===== config.mk =====
export PLATFORM = sky130hd
export DESIGN_NAME = axi_stream_master
export DESIGN_NICKNAME = d
export VERILOG_FILES = /design/src/rtl/axim_pkg.sv /design/src/rtl/axi_stream_master.sv
export SDC_FILE = /design/constraint.sdc
export NUM_CORES = 1
export LEC_CHECK = 0
export ABC_AREA = 1
export ABC_CLOCK_PERIOD_IN_PS = 2600
export BUFFER_PORTS_ARGS = -buffer_cell sky130_fd_sc_hd__buf_2
export CORE_MARGIN = 2
export CORE_UTILIZATION = 54
export DETAILED_ROUTE_END_ITERATION = 12
export GPL_TIMING_DRIVEN = 0
export PLACE_DENSITY = 0.81
export SETUP_SLACK_MARGIN = 0.02
export SYNTH_ARGS = -nofsm -noshare
export SYNTH_HDL_FRONTEND = slang
export SYNTH_SLANG_ARGS = --single-unit

===== constraint.sdc =====
create_clock -name clk -period 2.6 [get_ports clk]
set_input_delay 0.13 -clock clk [delete_from_list [all_inputs] [get_ports clk]]
set_output_delay 0.13 -clock clk [all_outputs]
set_load 0.005 [all_outputs]

===== src/rtl/axim_pkg.sv =====
// Shared sizing constants for the byte-wide AXI4-Stream serializer.
package axim_pkg;
   localparam int DATA_W = 8;
   localparam int BEATS  = 8;
   localparam int WORD_W = DATA_W * BEATS;
   localparam int CNT_W  = $clog2(BEATS + 1);
endpackage


===== src/rtl/axi_stream_master.sv =====
// Parallel-to-serial AXI4-Stream source: one word in, BEATS beats out, LSB beat first.
// Optional feature macro: AXIM_LOAD_ACK_EN adds the registered load_ack pulse output.
module axi_stream_master
   import axim_pkg::*;
#(
   parameter int DATA_W = axim_pkg::DATA_W,
   parameter int BEATS  = axim_pkg::BEATS
) (
   input  logic                    clk,
   input  logic                    reset,
   input  logic [DATA_W*BEATS-1:0] data_in,
   input  logic                    we,
   output logic [DATA_W-1:0]       data,
   output logic                    valid,
   input  logic                    ready,
`ifdef AXIM_LOAD_ACK_EN
   output logic                    load_ack,
`endif
   output logic                    last
);

   localparam int IN_W     = DATA_W * BEATS;
   localparam int CNT_BITS = $clog2(BEATS + 1);

   logic [IN_W-1:0]     data_buff_q, data_buff_d;
   logic [CNT_BITS-1:0] buff_count_q, buff_count_d;
   logic                load_go;
   logic                beat_go;

   assign data  = data_buff_q[DATA_W-1:0];
   assign valid = (buff_count_q != '0);
   assign last  = (buff_count_q == CNT_BITS'(1));

   // A load is only taken when empty, so the edge finishing the last beat never reloads.
   always_comb begin
      data_buff_d  = data_buff_q;
      buff_count_d = buff_count_q;
      load_go      = we && (buff_count_q == '0);
      beat_go      = valid && ready;
      if (load_go) begin
         data_buff_d  = data_in;
         buff_count_d = CNT_BITS'(BEATS);
      end else if (beat_go) begin
         data_buff_d  = data_buff_q >> DATA_W;
         buff_count_d = buff_count_q - CNT_BITS'(1);
      end
   end

   always_ff @(posedge clk or posedge reset) begin
      if (reset) begin
         data_buff_q  <= '0;
         buff_count_q <= '0;
      end else begin
         data_buff_q  <= data_buff_d;
         buff_count_q <= buff_count_d;
      end
   end

`ifdef AXIM_LOAD_ACK_EN
   logic load_ack_q, load_ack_d;

   always_comb begin
      load_ack_d = load_go;
   end

   always_ff @(posedge clk or posedge reset) begin
      if (reset) begin
         load_ack_q <= 1'b0;
      end else begin
         load_ack_q <= load_ack_d;
      end
   end

   assign load_ack = load_ack_q;
`endif

endmodule


==> Word-level counts from Yosys, hierarchy flattened <==
Cells that the tools add are included.
{ "totals": {"in_bits": 68, "word_cells": 13, "register_bits": 68, "out_inout_bits": 10} }
{ "op_classes": {"n_reduce_logical": 5, "muxes": 4, "n_addsub": 1, "eq_ne": 1} }
{ "ops": {"columns": ["op", "n"], "rows": [
  ["$mux 64", 2],
  ["$mux 4", 2],
  ["$eq 4x1->1 const B", 1],
  ["$logic_not 4->1", 1],
  ["$reduce_bool 4->1", 1],
  ["$sub 4x1->4 const B", 1],
  ["$logic_and 1x1->1", 2],
  ["$reduce_bool 2->1", 1]
]} }

==> Longest topological paths before layout <==
{ "logic_depth": {"depth_word": 4, "mapped_depth": 9, "depth_no_buf": 7} }

==> Worst setup path before layout <==
OpenSTA, ideal clock, no wires.
{ "synth_path": {"path_kind": "reg-to-reg", "startpoint": "reg buff_count_q[0]", "endpoint": "reg data_buff_q[11]", "n_path_buf": 2, "path_slack_ps": 1126, "stages_incl_launch_ff": 10, "t_arrival_ps": 1349, "t_required_ps": 2475, "cell_sequence": "dfrtp_1 -> inv_1 -> ha_1 -> nand2_4 -> nand2_4 -> inv_2 -> buf_6 -> buf_8 -> nand2_2 -> nand3_1"} }
{ "synth_between": {"elab_chain_cells": 3, "word_cells_on_any_way": 6, "cone_classes": "mux (1); reduce/logical (5)"} }
{ "synth_rtl": {"columns": ["element", "line", "rtl"], "rows": [
  ["from (decl)", "axi_stream_master.sv:26", "logic [CNT_BITS-1:0] buff_count_q, buff_count_d;"],
  ["from (signal assigned)", "axi_stream_master.sv:55", "buff_count_q <= buff_count_d;"],
  ["$reduce_bool 4->1", "axi_stream_master.sv:31", "assign valid = (buff_count_q != '0);"],
  ["named net valid", "axi_stream_master.sv:14", "output logic valid,"],
  ["$logic_and 1x1->1", "axi_stream_master.sv:39", "beat_go = valid && ready;"],
  ["$reduce_bool 2->1 (no source line)", null, null],
  ["to (signal assigned)", "axi_stream_master.sv:54", "data_buff_q <= data_buff_d;"],
  ["to (decl)", "axi_stream_master.sv:25", "logic [IN_W-1:0] data_buff_q, data_buff_d;"]
]} }
The timed path passes the listed nets, and every way through them passes these cells.
A chain may end at the register's enable or synchronous reset.

==> Worst setup path in the final report <==
{ "layout_path": {"startpoint": "reg buff_count_q[0]", "endpoint": "reg data_buff_q[0]"} }
{ "layout_between": {"elab_chain_cells": 3, "word_cells_on_any_way": 6, "cone_classes": "mux (1); reduce/logical (5)"} }
{ "layout_rtl": {"columns": ["element", "line"], "rows": [
  ["$logic_not 4->1 / $reduce_bool 4->1 (equally long branches)", "axi_stream_master.sv:38, axi_stream_master.sv:31"],
  ["$logic_and 1x1->1 (on tied branches)", "axi_stream_master.sv:38, axi_stream_master.sv:39"],
  ["$mux 64 / $reduce_bool 2->1 (equally long branches)", null]
]} }
Parallel ways exist; a longest one is shown, timed or not.

==> results.toml <==
[run_status]
status = "finished clean"

[routing]
dr.pass1.iters = 5
route.vias.total = 2988
routed_via_density = 5.31
ant_nets = 0
wl_um = 7830
wire_per_inst_um = 13.9
drt_iter0_markers = 224
drc = 0

[power_and_ir_drop]
pwr-share-comb_pct = 36.7
p_total_mw = 4.20
seqPwrFrac_pct = 43.0
p_sw_share_pct = 37.3
clockPowerShare_pct = 20.3
switching_power_mw = 1.57
vdd_drop_max_mv = 0.468
internal-power_mw = 2.63
p_leak_nw = 2.15
power_density_nw_per_um2 = 1020

[floorplan]
row_count = 28
start_util_pct = 56.0
die-area_um2 = 6790
coreArea_um2 = 5920
die_h_um = 82.4
io-pin-count = 78
die_w_um = 82.4

[synthesis]
synthTopCellsByArea = "dfrtp_1 51%, nand3_1 19%, nand2_1 11%, nand2_2 7.5%, buf_2 2.1%"
synth_fp_nets = 453
ys_seq_elements = 68
synthCells = 382
synth_top_area_cell = "dfrtp_1"
synth_compound_area_share_pct = 0.453
synth-simple-area-share_pct = 39.2
synth_cell_type_count = 20
synth_top_family_by_area = "simple AND/OR/NAND/NOR gates"
synth.area.mux_share_pct = 0
ys_seq_area_share_pct = 51.3
syn-cell-area_um2 = 3320
yosys.area.top_type_share_pct = 51.3
synth_warnings = 0
synthAdderAreaFrac_pct = 1.13
synthXorXnorAreaFrac_pct = 0.264
avgSynthCellArea_um2 = 8.68

[worst_setup_path]
worst_setup_path_start_kind = "flop"
slowest_stage = "dfrtp_1"
cp_num_buf_inv = 3
crit_type = "flop to flop"
crit_chain = "inv_1, ha_1, nand3_4, inv_2, buf_2, nand2_1, nand3_1"
max_stage_delay_ns = 0.39
path_delay_family = "buffers and inverters"
crit_required_ns = 2.88
worstSetupStartpoint = "buff_count_q[0]"
crit_arrival_ns = 2.06
cp_max_fo = 10
end_kind = "flop"
r2r-start = "buff_count_q[0]"

[hold_path]
hold_start = "data_in[15]"
hp-class = "input port to flop"

[clocking]
clk_pin_slew_worst_paths_ns = 0.07
post_cts_resized = 0
clock-sinks = 68
worstSkewPairLatency_ns = 0.34
cts_tree = "done"
cts_buffers = 9
h-tree-depth = 3
cts_buffer_depth = 2
root_buffer = "clkbuf_8"

[finish]
regArea_um2 = 1700
area_growth_pct = 24.3
n_antenna_cell = 0
num-fill-cells = 484
final_common_cell = "nand3_1"
final_cell_mix = "124 x nand3_1, 96 x nand2_1, 91 x buf_2"
nNetsFinal = 555
drive_gt1_share_pct = 33.6
multi_input_area_um2 = 1360
final_area_um2 = 4120

[place]
dpl-instance-area_um2 = 3800
port_buffers = 77
gp_congestion = 0.811
dpl.hpwl_um = 5380

[sta]
setup_viol = 0
finalCritPeriodShare_pct = 68.6
finalCriticalPeriod_ns = 1.78
max-slew-margin-rel_pct = 45.7
worst_pin_slew_ns = 0.814
rsz0062_at_grt = "no"
finalHoldViolCount = 0
maxSlewViolCount = 0
fmax_ghz = 0.561
fin_skew_ns = 0.00619

[job]
drv_cap = 0

[global_route]
gr-total-overflow = 0
antenna_found_initial = 0
grt_pass1_vias = 2834
grt_usage_pct = 25.3
grt_pass1_wl_um = 12700
grt_start_max_net_pins = 69
## power by group through the flow
stage,registers (mW),clock network (mW),logic (mW)
floorplan,1.74,0,1.17
global placement,1.80,0,1.47
detailed placement,1.82,0,1.52
CTS,1.80,0.849,1.55
global route,1.85,0.903,1.76
finish,1.81,0.853,1.54
## metrics by stage
step | hold WS, ns | util (%) | cells | TNS [ns] | setup slack (ns)
detailed placement | 0.338 | 64.2 | 534 | 0 | 0.863
CTS | 0.000159 | 69.6 | 563 | 0 | 0.828
floorplan | 0.247 | - | 382 | 0 | 0.758
global placement | 0.331 | 64.1 | 534 | -3.04 | -0.0470
global route | 0.00166 | 69.6 | 563 | 0 | 0.695
finish | 0.00167 | 69.6 | 563 | 0 | 0.817
## cells in the mapped netlist
cell type	instances
nand3_1	124
nand2_1	96
dfrtp_1	68
nand2_2	40
buf_2	14
buf_4	9
clkbuf_1	6
buf_8	4
inv_1	4
ha_1	3
o21ai_1	3
inv_2	2
nand2_4	2
buf_6	1
nand3_4	1
nand4_1	1
nor2_1	1
nor2_4	1
nor3b_1	1
xnor2_1	1
## worst min-delay path, stage by stage
cell and delay (ns):
buf_2 0.07, nand2_1 0.04, nand3_1 0.06
## kinds of logic after synthesis
family	after synthesis
AND/OR/NAND/NOR	267
flip-flops	68
AO/OA/AOI/OAI	3
XOR/XNOR	1
buffers and inverters	40
adder cells (fa/ha/maj)	3
## final cells by class
class / count / share of cell area, %
Buffer: 34 / 5.61
Clock buffer: 13 / 3.61
Clock inverter: 2 / 0.850
Inverter: 6 / 0.607
Multi-Input combinational cell: 274 / 33.0
Sequential cell: 68 / 41.3
Tap cell: 75 / 2.28
Timing Repair Buffer: 91 / 12.7
## routing by layer
layer | GRT usage (%) | part of all wire (%)
met4 | 13.8 | 3.1
met1 | 32.8 | 43
met3 | 5.22 | 4.8
met2 | 39.8 | 49
met5 | 0 | 0
## final timing paths
kind	slack, ns	cells past startpoint	end
max reg2reg	0.82	7	data_buff_q[0]
max in group asynchronous	1.57	3	data_buff_q[50]
min	0.002	3	data_buff_q[15]
max	0.82	7	data_buff_q[0]
min reg2reg	0.50	2	data_buff_q[60]
min in group asynchronous	0.51	3	data_buff_q[62]
## flip-flops by register name (all words and copies together) (netlist names)
register	flops
buff_count_q	4
data_buff_q	64
## repair_timing
item / 4_1_cts / 5_1_grt
endpoints found under the hold margin: 81 / 0
hold buffers: 14 / 0
buffers inserted: 0 / 0
Power figures use the tool's default switching activity.
